<file path="src/rtl/k423_pipe_pkg.sv">
// k423_pipe_pkg: shared definitions for the k423 inter-stage pipeline registers.
// Holds the occupancy width, the per-stage packed payload types and the
// payload widths derived from them. Instantiating stages set DATA_W from
// $bits() of their payload struct.
package k423_pipe_pkg;

    localparam int PIPE_OCC_W  = 2;

    // Field widths shared by the per-stage payloads.
    localparam int PIPE_XLEN   = 32;
    localparam int PIPE_REG_W  = 5;
    localparam int PIPE_ALU_W  = 4;

    // Fields carried from decode into execute.
    typedef struct packed {
        logic [PIPE_XLEN-1:0]  pc;
        logic [PIPE_XLEN-1:0]  rs1_val;
        logic [PIPE_XLEN-1:0]  rs2_val;
        logic [PIPE_REG_W-1:0] rd;
        logic [PIPE_ALU_W-1:0] alu_op;
    } id_ex_pld_t;

    // Fields carried from fetch into decode.
    typedef struct packed {
        logic [PIPE_XLEN-1:0] pc;
        logic [PIPE_XLEN-1:0] insn;
    } if_id_pld_t;

    localparam int PIPE_IF_ID_W = $bits(if_id_pld_t);
    localparam int PIPE_ID_EX_W = $bits(id_ex_pld_t);

    // Number of held entries from the two slot valid bits.
    function automatic logic [PIPE_OCC_W-1:0] occ_count(input logic main_vld,
                                                        input logic skid_vld);
        return {main_vld & skid_vld, main_vld ^ skid_vld};
    endfunction

endpackage

</file>
<file path="src/rtl/k423_pipe_slot.sv">
// k423_pipe_slot: one pipeline entry, a valid bit plus a DATA_W payload register.
// Control priority, highest first: rst_i / clr_i, ld_i, drop_i, hold.
// With CLR_DATA=1 reset and clear also zero the payload; otherwise they only
// drop the valid bit and the payload keeps its last value.
module k423_pipe_slot #(
    parameter int DATA_W   = 32,
    parameter bit CLR_DATA = 1'b1
) (
    input  logic              clk_i,
    input  logic              rst_i,
    input  logic              clr_i,
    input  logic              ld_i,
    input  logic              drop_i,
    input  logic [DATA_W-1:0] d_i,
    output logic              vld_o,
    output logic [DATA_W-1:0] q_o
);

    // Valid bit: set on load, cleared on reset, clear or drop.
    always_ff @(posedge clk_i) begin
        if (rst_i || clr_i) begin
            vld_o <= 1'b0;
        end else if (ld_i) begin
            vld_o <= 1'b1;
        end else if (drop_i) begin
            vld_o <= 1'b0;
        end
    end

    // Payload: zeroed on reset/clear when CLR_DATA is set, captured on load.
    always_ff @(posedge clk_i) begin
        if (rst_i || clr_i) begin
            if (CLR_DATA) begin
                q_o <= '0;
            end
        end else if (ld_i) begin
            q_o <= d_i;
        end
    end

endmodule

</file>
<file path="src/rtl/k423_pipe_stage.sv">
// k423_pipe_stage: generic inter-stage pipeline register with valid/ready on
// both sides, flush, stall and an occupancy report.
// Build option: define K423_PIPE_SKID_EN for the two-entry skid form, whose
// in_rdy_o does not depend on out_rdy_i. Undefined gives the single-slot form.
//
// Handshake: a transfer happens on a rising edge where valid and ready are both
// high. The producer keeps valid and data stable until it sees ready; valid
// never depends on ready. Stall and flush force in_rdy_o low and mask
// out_vld_o, so neither side transfers in those cycles.
module k423_pipe_stage
    import k423_pipe_pkg::*;
#(
    parameter int DATA_W   = 32,
    parameter bit CLR_DATA = 1'b1
) (
    input  logic                  clk_i,
    input  logic                  rst_i,
    input  logic                  flush_i,
    input  logic                  stall_i,
    input  logic                  in_vld_i,
    output logic                  in_rdy_o,
    input  logic [DATA_W-1:0]     in_data_i,
    output logic                  out_vld_o,
    input  logic                  out_rdy_i,
    output logic [DATA_W-1:0]     out_data_o,
    output logic [PIPE_OCC_W-1:0] occ_o
);

    logic              hold;
    logic              in_xfer;
    logic              out_xfer;
    logic              main_vld;
    logic              main_ld;
    logic              main_drop;
    logic [DATA_W-1:0] main_d;
    logic [DATA_W-1:0] main_q;

    // Reset, flush and stall all block both handshakes for the cycle.
    assign hold       = rst_i | flush_i | stall_i;
    assign out_vld_o  = main_vld & ~hold;
    assign out_xfer   = out_vld_o & out_rdy_i;
    assign in_xfer    = in_vld_i & in_rdy_o;
    assign out_data_o = main_q;

    k423_pipe_slot #(
        .DATA_W   (DATA_W),
        .CLR_DATA (CLR_DATA)
    ) u_main (
        .clk_i  (clk_i),
        .rst_i  (rst_i),
        .clr_i  (flush_i),
        .ld_i   (main_ld),
        .drop_i (main_drop),
        .d_i    (main_d),
        .vld_o  (main_vld),
        .q_o    (main_q)
    );

`ifdef K423_PIPE_SKID_EN

    logic              skid_vld;
    logic              skid_ld;
    logic              skid_drop;
    logic [DATA_W-1:0] skid_q;

    // Ready depends only on the registered skid valid bit and the PCU controls.
    assign in_rdy_o = ~skid_vld & ~hold;

    // Slot steering: skid refills main first, otherwise new data lands in main
    // when it is free (or being drained) and in skid when main is stuck.
    always_comb begin
        main_ld   = 1'b0;
        main_drop = 1'b0;
        main_d    = in_data_i;
        skid_ld   = 1'b0;
        skid_drop = 1'b0;
        if (out_xfer && skid_vld) begin
            main_ld   = 1'b1;
            main_d    = skid_q;
            skid_drop = 1'b1;
        end else if (in_xfer && (!main_vld || out_xfer)) begin
            main_ld   = 1'b1;
        end else if (in_xfer) begin
            skid_ld   = 1'b1;
        end else if (out_xfer) begin
            main_drop = 1'b1;
        end
    end

    k423_pipe_slot #(
        .DATA_W   (DATA_W),
        .CLR_DATA (CLR_DATA)
    ) u_skid (
        .clk_i  (clk_i),
        .rst_i  (rst_i),
        .clr_i  (flush_i),
        .ld_i   (skid_ld),
        .drop_i (skid_drop),
        .d_i    (in_data_i),
        .vld_o  (skid_vld),
        .q_o    (skid_q)
    );

    assign occ_o = occ_count(main_vld, skid_vld);

`else

    // Ready passes combinationally from out_rdy_i when the slot is full.
    assign in_rdy_o = ~hold & (~main_vld | out_rdy_i);

    // Single slot: load on input transfer (replacing on a simultaneous drain),
    // empty on an output transfer with nothing arriving.
    always_comb begin
        main_ld   = in_xfer;
        main_drop = out_xfer & ~in_xfer;
        main_d    = in_data_i;
    end

    assign occ_o = occ_count(main_vld, 1'b0);

`endif

endmodule

</file>
<file path="config.mk">
export PLATFORM = sky130hd
export DESIGN_NAME = k423_pipe_stage
export DESIGN_NICKNAME = d
export VERILOG_FILES = /design/src/rtl/k423_pipe_pkg.sv /design/src/rtl/k423_pipe_slot.sv /design/src/rtl/k423_pipe_stage.sv
export SDC_FILE = /design/constraint.sdc
export NUM_CORES = 1
export LEC_CHECK = 0
export CAP_MARGIN = 40
export CORE_MARGIN = 3
export CORE_UTILIZATION = 34
export DETAILED_ROUTE_END_ITERATION = 7
export GPL_TIMING_DRIVEN = 0
export PLACE_DENSITY = 0.75
export SETUP_SLACK_MARGIN = 0.05
export SYNTH_ARGS = -nofsm -noshare
export SYNTH_HDL_FRONTEND = slang
export SYNTH_SLANG_ARGS = --single-unit
</file>
<file path="constraint.sdc">
create_clock -name clk_i -period 1.1 [get_ports clk_i]
set_input_delay 0.22 -clock clk_i [delete_from_list [all_inputs] [get_ports clk_i]]
set_output_delay 0.22 -clock clk_i [all_outputs]
set_load 0.1 [all_outputs]
</file>
== Yosys cells after proc, flatten, opt, wreduce, memory -nomap -nowiden ==
Cells that the tools add are included.

* Multiplexer cells: 2
* Bitwise logic cells: 11
* Reductions and logical operators: 2

{| class="wikitable"
|+ Operators with widths
! operator !! count
|-
| bitwise AND 1 bit || 5
|-
| NOT 1 bit || 3
|-
| OR 1 bit || 3
|-
| two-way mux 1 bit || 2
|-
| nonzero test 2 bit || 1
|-
| logical OR 1 bit || 1
|}

* Register bits: 33
* Bits of input ports: 38
* Output and inout port bits: 36
* Word-level logic and storage cells: 17

== Depth between registers and ports, before layout ==
* Depth in word-level cells: 9
* Depth in mapped cells: 5
* Gate-level depth less buffers: 3

== Cells and area by module ==
A second synthesis with hierarchy kept.

* Cell total of the unflattened synthesis: 118
* Area total of the unflattened synthesis: 1290.0 um^2

{| class="wikitable"
|+ By module, submodules not included
! module !! instances !! cells each !! area each (um^2) !! seq. area each (um^2)
|-
| k423_pipe_slot || 1 || 109 || 1222.4 || 660.6
|-
| k423_pipe_stage || 1 || 9 || 67.6 || 0.0
|}

== Worst setup path after synthesis ==
No wires, ideal clock.

* Path kind: register to output
* Start: reg u_main.vld_o
* End: out in_rdy_o
* Arrival: 1.627 ns
* Required time: 0.880 ns
* Setup slack: -0.747 ns
* Stages on the path, launching flop included: 5
* Path buffers: 2
* Cells stage by stage: dfxtp_1 nand2b_1 clkbuf_1 clkbuf_1 and2_1

* Word-level cells in the longest chain between the ends: 3

{| class="wikitable"
|+ RTL lines
! item !! RTL line !! text
|-
| start: declaration || k423_pipe_slot.sv:15 || <nowiki>output logic vld_o,</nowiki>
|-
| start signal: assignment || k423_pipe_slot.sv:22 || <nowiki>vld_o <= 1'b0;</nowiki>
|-
| start signal: assignment || k423_pipe_slot.sv:24 || <nowiki>vld_o <= 1'b1;</nowiki>
|-
| start signal: assignment || k423_pipe_slot.sv:26 || <nowiki>vld_o <= 1'b0;</nowiki>
|-
| NOT 1 bit || k423_pipe_stage.sv:109 || <nowiki>assign in_rdy_o = ~hold & (~main_vld | out_rdy_i);</nowiki>
|-
| OR 1 bit || k423_pipe_stage.sv:109 ||
|-
| bitwise AND 1 bit || k423_pipe_stage.sv:109 ||
|-
| end: declaration || k423_pipe_stage.sv:21 || <nowiki>output logic in_rdy_o,</nowiki>
|}

Every way passes these cells.

== Worst setup path in the final report ==
Same ends and word-level chain as after synthesis.

==> out/summary.txt <==
Global routing's busiest layer: met2
# rows: 21
Count of cell types in the netlist: 16
Worst-margin pin slew: 0.5284 ns
Top fanout value on the critical path: 2
Fin nets: 317
IO Pins: 74
Met3 Usage GRT: 4.433%
Hold Path Sink: u_main.q_o[30]$_SDFFE_PP0P_
Hold depth: 3
Inserted Diodes: 0
TritonCTS clock tree: yes
WP data required: 0.88 ns
Worst setup path class: flop to primary output
Initial core utilization: 37.21%
Arrival time at the worst endpoint: 1.15 ns
Skew-Pair Late Insertion Delay: 0.29 ns
Status: finished, violations left
ANT nets after route: 0
Reg2Reg Launch Point: u_main.vld_o$_SDFFE_PP0P_
Total Routed Length: 6384 um
Setup-failing EPs final: 50
Grt total ovfl: 0
Failing checks: setup timing
Post-synth ARST share: 0%
Adder-Cell Fraction of Synth Area: 0%
Clk sinks: 33
Final WS setup: -0.2700 ns
HP Class: primary input to flop
Largest net degree at the start of global routing: 11
Synth top cells by count: 33 x dfxtp_1, 32 x nand2_1, 32 x nand4_1, 32 x o21ai_1, 9 x clkbuf_1
Num CTS Buffers: 5
Met1 Track Usage GR: 31.16%
Post-synthesis compound-gate area fraction: 13.37%
Origin of the worst min-delay path: in_vld_i
Tot Pwr: 2998 uW
Max-cap viol count: 0
Max-slew violation count: 0
Total leakage power: 0.001295 uW
Max_slew headroom: 64.77%
Register area share after synthesis: 50.43%
Global-route wire length before repair: 9708 um
RSZ-0062 raised after global routing: true
Antenna violations before repair: 0
Vias in the first global route: 1950
Fin util: 89.30%
Core Footprint: 3521 um^2
GP Congestion: 0.7459
Synthesized area per cell: 8.291 um^2
CP Launch Type: flop
Die width: 68.07 um
Largest family of logic cells by synthesized area: simple AND/OR/NAND/NOR gates
Post-DP HPWL: 3598 um
Syn Std Cell Area: 1310 um^2
Synth warnings: 0
Crit share post-route: 124.5%
Sequential cell area: 714.4 um^2
Area of the multi-input gates: 633.1 um^2
Vias per inst: 5.482
Max VDD drop: 0.9736 mV
All-Layer GR Usage: 28.96%
Most common cell in the netlist: dfxtp_1
Share of cells above drive strength 1: 57.50%
Post-Synth XOR/XNOR Area: 0%
R2R cell count: 5
FF+latch count, synth: 33
Proportion of synthesized area in mux cells: 0%
Synthesized instance count: 158
Hold violation count in the final report: 0
Synth top area share: 50.43%
Die height: 68.07 um
Layout Skew: 0.007402 ns
Wire per inst: 19.58 um
R2R setup slack: -0.11 ns
Most used DFF post-synth: dfxtp_1
Post-synthesis net count: 196
Worst slack, placed: -1.194 ns
CP endpoint kind: primary output
Met2 Resource Use GR: 53.07%
Port Buf Inserts: 71
Area leader, netlist: dfxtp_1
WHS: 0.2868 ns
DR vias: 1787
Clock slew at the register clock pins of the worst setup and hold paths: 0.07 ns
Post-synthesis simple-gate area fraction: 28.27%
Power per cell area: 953.4 nW/um^2
Area Growth Syn to Fin: 140.0%
Root buffer cell: clkbuf_8
R2R Path End: u_main.q_o[29]$_SDFFE_PP0P_
DR iter-0 viols: 121
Longest Clk Path Bufs: 2
Fin crit period: 1.370 ns
DRC: 0
Main area contributors after synthesis: dfxtp_1 50%, nand4_1 15%, o21ai_1 12%, nand2_1 9.2%, buf_4 2.9%
Fillers: 124
EDFF count, synth: 0
Drt pass-1 iters: 5
F_max: 729.9 MHz
Die ar.: 4634 um^2
H-tree Lvls: 2
critical path: stages (launching register included):
cell	delay [ns]
dfxtp_4	0.35
nand2b_4	0.08
clkbuf_16	0.12
and2_4	0.14
buf_12	0.17
area by class of cell:
cell class / instances / share of cell area, %
plain buffers: 18 / 4.298
clock buffers: 7 / 3.064
clock inverters: 1 / 0.1592
inverters: 1 / 0.1194
multi-input cells: 105 / 20.14
flip-flops and latches: 33 / 22.72
well taps: 46 / 1.830
repair buffers: 115 / 47.67
how the worst max path moves through the flow:
stage          slack [ns]  cells past startpoint                      start         to
2_1_floorplan       -0.11                      4  u_main.vld_o$_SDFFE_PP0P_   in_rdy_o
3_3_place_gp        -1.60                      5                    stall_i  out_vld_o
3_5_place_dp        -1.19                      6                    stall_i   in_rdy_o
4_1_cts             -0.37                      5  u_main.vld_o$_SDFFE_PP0P_   in_rdy_o
5_1_grt             -0.30                      4  u_main.vld_o$_SDFFE_PP0P_   in_rdy_o
6_report            -0.27                      4  u_main.vld_o$_SDFFE_PP0P_   in_rdy_o
metal layers:
metal / up-vias / wire, um
met4: 0 / 290
li1: 803 / -
met2: 93 / 3308
met1: 866 / 2411
met3: 25 / 373
met5: - / 0
logic make-up (layout without fill, tap and decap cells):
| family | Yosys count | after routing |
|---|---|---|
| flops | 33 | 33 |
| compound gates | 34 | 34 |
| other cells | 1 | 1 |
| simple gates | 70 | 70 |
| buf+inv | 20 | 142 |
state kept, by name, indices dropped and copies added, names as in the netlist:
| register | count |
|---|---|
| u_main.vld_o | 1 |
| u_main.q_o | 32 |
report_power, final:
part,internal [uW],leakage (uW),total [uW],switching [uW]
Sequential,1220,0.000285,1240,25.8
Clock,565,0.0000542,1020,451
Combinational,331,0.000956,737,406
Total,2110,0.00129,3000,883
per-stage QoR:
step,instances,setup TNS [ns],instance area (um^2)
6_report,326,-3.270,3144
5_1_grt,326,-4.916,3144
4_1_cts,329,-8.292,3184
3_5_place_dp,310,-28.47,2715
3_3_place_gp,275,-42.07,2152
2_1_floorplan,158,-0.2205,1384
cells in the final DEF, fill, tap and decap left out, types with 2 or more instances in the layout:
master	netlist	layout
buf_4	5	20
buf_2	5	7
o21ai_1	32	13
o21ai_2	0	19
buf_12	0	32
clkbuf_8	0	7
dfxtp_2	0	28
buf_16	0	3
nand4_1	32	32
clkdlybuf4s50_1	0	32
buf_6	0	29
and2_4	0	2
nand2_1	32	32
dfxtp_4	0	5
clkbuf_1	9	4
clkbuf_2	0	3
what timing repair did:
item | 4_1_cts | 5_1_grt
setup endpoints to repair | 68 | 68
gates cloned | 3 | 0
setup buffers | 14 | 8
hold buffers | 0 | 0
resized for setup | 226 | 9
pin swaps | 5 | 1
Note: power is estimated with default switching activity, not from simulation.
